===== src/rtl/trigger_delay_loader.sv =====
// Loads L1 trigger delay values into the delay table (single write, single
// read, fill-all) and verifies every write by reading the entry back.
module trigger_delay_loader #(
    parameter int unsigned NUM_L1      = 20,
    parameter int unsigned NUM_L1_BITS = 5,
    parameter int unsigned DELAY_BITS  = 4
) (
    input  logic                   sclk_i,
    input  logic                   rst_n_i,
    input  logic [1:0]             cmd_i,
    input  logic                   cmd_stb_i,
    input  logic [NUM_L1_BITS-1:0] cmd_addr_i,
    input  logic [DELAY_BITS-1:0]  cmd_data_i,
    output logic                   busy_o,
    output logic                   done_o,
    output logic                   err_o,
    output logic [NUM_L1_BITS-1:0] err_addr_o,
    output logic [DELAY_BITS-1:0]  rd_data_o,
    output logic [DELAY_BITS-1:0]  l1_delay_o,
    output logic [NUM_L1_BITS-1:0] l1_delay_addr_o,
    output logic                   l1_delay_stb_o,
    input  logic [DELAY_BITS-1:0]  l1_delay_rb_i
);

    localparam logic [1:0] CMD_NOP   = 2'b00;
    localparam logic [1:0] CMD_WRITE = 2'b01;
    localparam logic [1:0] CMD_FILL  = 2'b11;

    localparam logic [NUM_L1_BITS-1:0] LAST_ADDR = NUM_L1_BITS'(NUM_L1 - 1);
    localparam logic [NUM_L1_BITS-1:0] ADDR_ONE  = NUM_L1_BITS'(1);

    typedef enum logic [2:0] {
        S_IDLE,
        S_WSTB,
        S_SETTLE,
        S_CAPTURE,
        S_RADDR,
        S_DONE
    } state_e;

    // M_BAD marks an out-of-range single access that only walks to DONE.
    typedef enum logic [1:0] {
        M_WRITE,
        M_READ,
        M_FILL,
        M_BAD
    } mode_e;

    state_e                  state_q, state_d;
    mode_e                   mode_q, mode_d;
    logic [NUM_L1_BITS-1:0]  addr_q, addr_d;
    logic [DELAY_BITS-1:0]   data_q, data_d;
    logic [NUM_L1_BITS-1:0]  err_addr_q, err_addr_d;
    logic [DELAY_BITS-1:0]   rd_data_q, rd_data_d;
    logic                    err_q, err_d;
    logic                    stb_q, stb_d;
    logic                    busy_q, busy_d;
    logic                    done_q, done_d;

    // Next-state decode; outputs are derived from the next state so they are registered.
    always_comb begin
        state_d    = state_q;
        mode_d     = mode_q;
        addr_d     = addr_q;
        data_d     = data_q;
        err_d      = err_q;
        err_addr_d = err_addr_q;
        rd_data_d  = rd_data_q;

        case (state_q)
            S_IDLE: begin
                if (cmd_stb_i && (cmd_i != CMD_NOP)) begin
                    err_d      = 1'b0;
                    err_addr_d = '0;
                    if (cmd_i == CMD_FILL) begin
                        mode_d  = M_FILL;
                        addr_d  = '0;
                        data_d  = cmd_data_i;
                        state_d = S_WSTB;
                    end else if (cmd_addr_i > LAST_ADDR) begin
                        mode_d     = M_BAD;
                        err_d      = 1'b1;
                        err_addr_d = cmd_addr_i;
                        state_d    = S_RADDR;
                    end else if (cmd_i == CMD_WRITE) begin
                        mode_d  = M_WRITE;
                        addr_d  = cmd_addr_i;
                        data_d  = cmd_data_i;
                        state_d = S_WSTB;
                    end else begin
                        mode_d  = M_READ;
                        addr_d  = cmd_addr_i;
                        state_d = S_RADDR;
                    end
                end
            end
            S_WSTB:   state_d = S_SETTLE;
            S_SETTLE: state_d = S_CAPTURE;
            S_RADDR:  state_d = (mode_q == M_BAD) ? S_DONE : S_CAPTURE;
            S_CAPTURE: begin
                rd_data_d = l1_delay_rb_i;
                if ((mode_q != M_READ) && (l1_delay_rb_i != data_q)) begin
                    err_d      = 1'b1;
                    err_addr_d = addr_q;
                    state_d    = S_DONE;
                end else if ((mode_q == M_FILL) && (addr_q != LAST_ADDR)) begin
                    addr_d  = addr_q + ADDR_ONE;
                    state_d = S_WSTB;
                end else begin
                    state_d = S_DONE;
                end
            end
            S_DONE:   state_d = S_IDLE;
            default:  state_d = S_IDLE;
        endcase

        stb_d  = (state_d == S_WSTB);
        done_d = (state_d == S_DONE);
        busy_d = (state_d != S_IDLE) && (state_d != S_DONE);
    end

    // State and output registers; reset clears the strobe asynchronously.
    always_ff @(posedge sclk_i or negedge rst_n_i) begin
        if (!rst_n_i) begin
            state_q    <= S_IDLE;
            mode_q     <= M_WRITE;
            addr_q     <= '0;
            data_q     <= '0;
            err_q      <= 1'b0;
            err_addr_q <= '0;
            rd_data_q  <= '0;
            stb_q      <= 1'b0;
            busy_q     <= 1'b0;
            done_q     <= 1'b0;
        end else begin
            state_q    <= state_d;
            mode_q     <= mode_d;
            addr_q     <= addr_d;
            data_q     <= data_d;
            err_q      <= err_d;
            err_addr_q <= err_addr_d;
            rd_data_q  <= rd_data_d;
            stb_q      <= stb_d;
            busy_q     <= busy_d;
            done_q     <= done_d;
        end
    end

    assign busy_o          = busy_q;
    assign done_o          = done_q;
    assign err_o           = err_q;
    assign err_addr_o      = err_addr_q;
    assign rd_data_o       = rd_data_q;
    assign l1_delay_o      = data_q;
    assign l1_delay_addr_o = addr_q;
    assign l1_delay_stb_o  = stb_q;

endmodule


===== config.mk =====
export PLATFORM = sky130hd
export DESIGN_NAME = trigger_delay_loader
export DESIGN_NICKNAME = d
export VERILOG_FILES = /design/src/rtl/trigger_delay_loader.sv
export SDC_FILE = /design/constraint.sdc
export NUM_CORES = 1
export LEC_CHECK = 0
export CORE_ASPECT_RATIO = 1.5
export CORE_MARGIN = 3
export CORE_UTILIZATION = 48
export DETAILED_ROUTE_END_ITERATION = 10
export PLACE_DENSITY = 0.79
export SETUP_SLACK_MARGIN = 0.05
export SYNTH_ARGS = -nofsm -noshare
export SYNTH_HDL_FRONTEND = slang
export SYNTH_SLANG_ARGS = --single-unit

===== constraint.sdc =====
create_clock -name sclk_i -period 2.2 [get_ports sclk_i]
set_input_delay 0.66 -clock sclk_i [delete_from_list [all_inputs] [get_ports sclk_i]]
set_output_delay 0.66 -clock sclk_i [all_outputs]
set_load 0.005 [all_outputs]

### After elaboration in Yosys (flattened, before gate mapping)

Index checks and enable logic that the tools add are counted.
Widths: inputs -> output; s select.

| word-level totals | value |
|---|---|
| word-level logic and storage cells | 75 |
| input bits | 18 |
| flip-flop bits (word level) | 27 |
| output and inout port bits | 22 |

| operators by class | value |
|---|---|
| multiplexer cells | 30 |
| eq/ne operators | 20 |
| reduce and logical (&&, ||, !) cells | 13 |
| magnitude comparators | 1 |
| add/sub/neg operators | 1 |

Operators by type and width:

| kind | number |
|---|---|
| $mux 5 | 9 |
| $mux 3 | 7 |
| $pmux 5 s2 | 2 |
| $pmux 3 s5 | 1 |
| $mux 4 | 3 |
| $ne 2x2->1 const B | 5 |
| $eq 2x2->1 const B | 3 |
| $eq 3x1->1 const B | 2 |
| $eq 3x2->1 const B | 2 |
| $eq 3x3->1 const B | 2 |
| $ne 3x3->1 const B | 2 |
| $reduce_bool 2->1 | 3 |
| $add 5x1->5 const B | 1 |
| $gt 5x5->1 const B | 1 |
| $mux 1 | 5 |
| $ne 5x5->1 const B | 1 |
| $reduce_and 5->1 | 1 |
| $logic_and 1x1->1 | 4 |
| $mux 2 | 2 |
| $ne 4x4->1 | 1 |
| $reduce_and 4->1 | 1 |
| $logic_not 3->1 | 1 |
| $reduce_and 3->1 | 1 |
| $reduce_bool 3->1 | 1 |
| 4 further kinds | 4 |

### Depth between registers and ports, before layout

| logic depth | value |
|---|---|
| word-level depth | 8 |
| gate-level depth with buffers | 6 |

### Least setup slack after synthesis

OpenSTA, ideal clock, no wires.

| timing path | value |
|---|---|
| path type | reg2reg |
| start point | register addr_q[0], in the netlist l1_delay_addr_o[0] |
| end point | register addr_q[1], in the netlist l1_delay_addr_o[1] |
| setup time | 0.128 ns |
| arrival time | 1.952 ns |
| slack | 0.120 ns |
| cell stages (with the launch flop) | 6 |
| cell sequence | dfrtp_1 > ha_1 > and2_1 > a2111oi_2 > a2bb2oi_4 > mux2_1 |

| between the ends | value |
|---|---|
| cells in the longest elaborated chain, start to end | 4 |
| elaborated cells between the ends (all ways) | 8 |
| classes of those cells | add/sub: 1; eq/ne: 2; mux: 3; reduce/logical: 2 |

RTL lines:

| what | line | text |
|---|---|---|
| start, declared | 51 | `logic [NUM_L1_BITS-1:0] addr_q, addr_d;` |
| start signal, assigned | 138 | `addr_q <= addr_d;` |
| $add 5x1->5 or $ne 5x5->1 (tied branches) | 107, 106 |  |
| $mux 5 or $logic_and 1x1->1 (tied branches) | 106 | `end else if ((mode_q == M_FILL) && (addr_q != LAST_ADDR)) begin` |
| $mux 5 or $ne 2x2->1 (tied branches) | -- |  |
| $pmux 5 s2 or $reduce_and 5->1 (tied branches) | -- |  |

Several ways; a longest one is shown, not always the timed one. The select of a mux whose other input is x is not followed.
A chain may end at the register's enable or synchronous reset.

### Worst setup path after layout

| timing path | value |
|---|---|
| start point | input cmd_i[0] |
| end point | register addr_q[0], in the netlist l1_delay_addr_o[0] |

| between the ends | value |
|---|---|
| cells in the longest elaborated chain, start to end | 4 |
| elaborated cells between the ends (all ways) | 9 |
| classes of those cells | eq/ne: 3; mux: 3; reduce/logical: 3 |

RTL lines:

| what | line | text |
|---|---|---|
| start, declared | 10 | `input logic [1:0] cmd_i,` |
| $eq 2x2->1 or $reduce_bool 2->1 (tied branches) | 75, 72 |  |
| $mux 5 or $logic_and 1x1->1 (tied branches) | 75, 72 |  |
| $mux 5 or $ne 2x2->1 (tied branches) | -- |  |
| $pmux 5 s2 or $reduce_and 5->1 (tied branches) | -- |  |

Several ways; a longest one is shown, not always the timed one. The select of a mux whose other input is x is not followed.

==> flow_metrics.tcl <==
set metrics [dict create \
    floorplan.die.width_um 51.6 \
    syn-instance-count 147 \
    power_density_nw_per_um2 1220 \
    clock-skew-final_ns 0.00303 \
    met3_routing_resource_usage_after_global_routing_pct 3.61 \
    worstPathRequired_ns 2.36 \
    report.power.total_uw 2650 \
    muxShareOfSynthArea_pct 7.54 \
    drcViolationCount 0 \
    cts_inserted_buffers 3 \
    irDropWorstVdd_mv 0.984 \
    antenna_found_initial 0 \
    synth-adder-area-share_pct 0.838 \
    worst-endpoint-arrival_ns 2.22 \
    buffer_ports.inserted 39 \
    relSlewSlack_pct 68.4 \
    diodes 0 \
    cp-startpoint "cmd_i[0]" \
    finalWirelength_um 4130 \
    static-leakage-power_uw 0.000997 \
    min_period_ns 2.06 \
    yosys.cell_types.count 42 \
    post_drt_via_cell_ratio 5.53 \
    cts_htree_levels 1 \
    cts_tree "yes" \
    cts.path.max_buffers 2 \
    drt.antenna.violating_nets 0 \
    groute.layer.met1.usage_pct 24.7 \
    final_hold_viol_count 0 \
    synth_simple_gate_area_share_pct 16.2 \
    total_of_endpoints_with_negative_setup_slack_in_the_final_report 0 \
    worst_hold_start "rd_data_o[0]" \
    globalRouteTotalUtil_pct 22.7 \
    parity_gate_share_of_the_synthesized_area_counting_xor_and_xnor_cells_pct 2.93 \
    yosysWarningCount 0 \
    worstSetupStartpointType "input port" \
    postSynthAreaPerCell_sq_um 10.2 \
    core-area_sq_um 2940 \
    main_combinational_cell_family_by_area_after_synthesis "compound AO/OA/AOI/OAI gates" \
    grt_pass1_vias 1393 \
    drtPass1Iterations 4 \
    drive_above_1_share_pct 23.1 \
    status "complete, no violations" \
    synth.yosys.seq_area_share_pct 45.2 \
    finalMaxSlewViolations 0 \
    clk-insertion-delay-late_ns 0.28 \
    grt_max_degree 28 \
    synth_nets 166 \
    die_h_um 74.3 \
    dp_hpwl_um 3200 \
    synthesis.area_sq_um 1490 \
    period_share_pct 93.7 \
    rsz0062_at_grt "false" \
    fillerInstances 251 \
    timing.max_cap.violations 0 \
    route.detailed.wl_per_inst_um 16.5 \
    reg2reg_from "l1_delay_addr_o[1]" \
    floorplan.initialDensity_pct 50.8 \
    critPathCaptureType "flop" \
    crit_type "input port to flop" \
    max_freq_mhz 485 \
    drt_iter0_markers 31 \
    most_heavily_used_metal_layer_in_global_routing "met2" \
    grt_first_pass_wirelength_um 6510 \
    placementRows 24 \
    globalRoute.totalOverflow 0 \
    fin_nets 232 \
    gp_routability_congestion 0.949 \
    clock_transition_at_the_registers_of_the_reported_paths_ns 0.09 \
    hold_path.class "flop to flop" \
    vias 1388 \
    synth-seq-cells 27 \
    die-area_sq_um 3830 \
    clkSinkCount 27 \
    synth-compound-area-share_pct 22.9 \
    root_buffer "sky130_fd_sc_hd__clkbuf_8" \
    design.portCount 40 \
    met2_usage_pct 43.5 \
    post-route-util_pct 73.8 \
    timing.setup.tns_ns 0 \
    max_slew.worst_pin.slew_ns 0.474 \
    crit_path_max_fanout 4 \
    area.growth.synth_to_final_pct 45.3 \
    whs_ns 0.492 \
]
## power by group
group	switching, uW	leakage [uW]	internal [uW]
Clock	162	0.0000217	129
Sequential	226	0.000330	728
Combinational	600	0.000645	809
## timing repair
item,4_1_cts,5_1_grt
resized for setup,2,7
setup endpoints to repair,1,13
pin swaps,0,3
hold buffers,0,0
buffers inserted,1,1
endpoints found under the hold margin,0,0
## state kept, by name, indices dropped and copies added (netlist names)
register	flops
done_o	1
l1_delay_stb_o	1
busy_o	1
l1_delay_o	4
rd_data_o	4
l1_delay_addr_o	5
err_o	1
mode_q	2
err_addr_o	5
state_q	3
## worst paths after layout
check	end	slack (ns)	cells after the start
setup / recovery	l1_delay_addr_o[0]	0.14	9
hold / removal	rd_data_o[0]	0.49	2
setup reg to reg	l1_delay_addr_o[1]	0.19	6
hold reg to reg	rd_data_o[0]	0.49	2
max in group asynchronous	l1_delay_addr_o[2]	1.18	2
min in group asynchronous	err_addr_o[0]	0.75	2
## worst max-delay path, stage by stage
cell                              delay (ns)
sky130_fd_sc_hd__clkdlybuf4s50_1        0.45
sky130_fd_sc_hd__buf_4                  0.17
sky130_fd_sc_hd__nor2_2                 0.19
sky130_fd_sc_hd__a2111oi_4              0.05
sky130_fd_sc_hd__buf_4                  0.17
sky130_fd_sc_hd__buf_4                  0.13
sky130_fd_sc_hd__buf_4                  0.13
sky130_fd_sc_hd__o221ai_1               0.17
sky130_fd_sc_hd__o211ai_1               0.11
## stage by stage
stage               cell area [sq um]  instances  setup slack [ns]
finish                           2170        251             0.138
global route                     2170        251            0.0621
CTS                              2140        250            0.0579
detailed placement               2090        245            -0.295
global placement                 2090        245            -0.236
floorplan                        1490        147             0.120
## cell usage in the layout, fill, tap and decap left out, types with 2 or more instances in the layout
master,instances
sky130_fd_sc_hd__buf_4,27
sky130_fd_sc_hd__o221ai_1,4
sky130_fd_sc_hd__a211oi_1,2
sky130_fd_sc_hd__o211ai_1,2
sky130_fd_sc_hd__clkdlybuf4s50_1,35
sky130_fd_sc_hd__inv_1,8
sky130_fd_sc_hd__nor2_1,6
sky130_fd_sc_hd__dfrtp_1,27
sky130_fd_sc_hd__clkbuf_8,3
sky130_fd_sc_hd__a21o_1,4
sky130_fd_sc_hd__a22o_1,3
sky130_fd_sc_hd__xnor2_1,5
sky130_fd_sc_hd__o21ai_0,7
sky130_fd_sc_hd__a22oi_1,2
sky130_fd_sc_hd__a31oi_1,2
sky130_fd_sc_hd__nand2_1,21
sky130_fd_sc_hd__and2_1,3
sky130_fd_sc_hd__dlymetal6s2s_1,3
sky130_fd_sc_hd__a21oi_1,5
sky130_fd_sc_hd__nand3_1,6
sky130_fd_sc_hd__mux2_2,9
sky130_fd_sc_hd__nor3_2,2
sky130_fd_sc_hd__nand2b_1,2
## cells by family (layout without fill, tap and decap cells)
logic type,count (synthesis),after routing
compound gates,42,42
xor+xnor,5,5
fa+ha+maj,1,1
buf+inv,13,78
flops,27,27
mux,10,10
simple gates,49,49
## synth_stat cells (all sizes together)
master | instances | area (sq um)
nor4b | 1 | 8.76
nand4 | 1 | 6.26
nor3 | 2 | 20.0
or2 | 1 | 6.26
o21ai | 8 | 40.0
o21a | 1 | 7.51
nand3 | 6 | 30.0
and3b | 1 | 8.76
a2111oi | 3 | 51.3
a21o | 4 | 30.0
and4 | 1 | 8.76
a31oi | 2 | 12.5
xnor2 | 5 | 43.8
nand3b | 1 | 7.51
and3 | 1 | 6.26
and2 | 3 | 18.8
nor2 | 7 | 26.3
o211a | 1 | 10.0
o221ai | 4 | 35.0
dfrtp | 27 | 676
o211ai | 2 | 15.0
o31a | 1 | 8.76
a21oi | 5 | 25.0
nand2 | 22 | 82.6
o22ai | 1 | 6.26
buf | 3 | 26.3
o2111a | 1 | 11.3
clkbuf | 2 | 7.51
nand2b | 2 | 12.5
inv | 8 | 30.0
a2bb2oi | 1 | 26.3
ha | 1 | 12.5
a211oi | 2 | 15.0
mux2 | 10 | 113
o31ai | 1 | 7.51
a22o | 3 | 26.3
a22oi | 2 | 15.0
## cell type report
| cell class | count | area [sq um] | area share (%) |
|---|---|---|---|
| Timing Repair Buffer | 66 | 599 | 27.6 |
| Sequential cell | 27 | 676 | 31.1 |
| Tap cell | 39 | 48.8 | 2.25 |
| Clock inverter | 1 | 7.51 | 0.346 |
| Inverter | 8 | 30.0 | 1.38 |
| Multi-Input combinational cell | 107 | 768 | 35.4 |
| Clock buffer | 3 | 41.3 | 1.90 |
## layer usage
metal  part of all wire (%)  wire [um]  vias up
li1                       -          -      668
met1                     37       1540      679
met2                     57       2360       33
met3                    3.8        159        8
met4                    1.8         74        0
met5                      0          0        -
No activity file was read; power rests on OpenSTA's default activity.
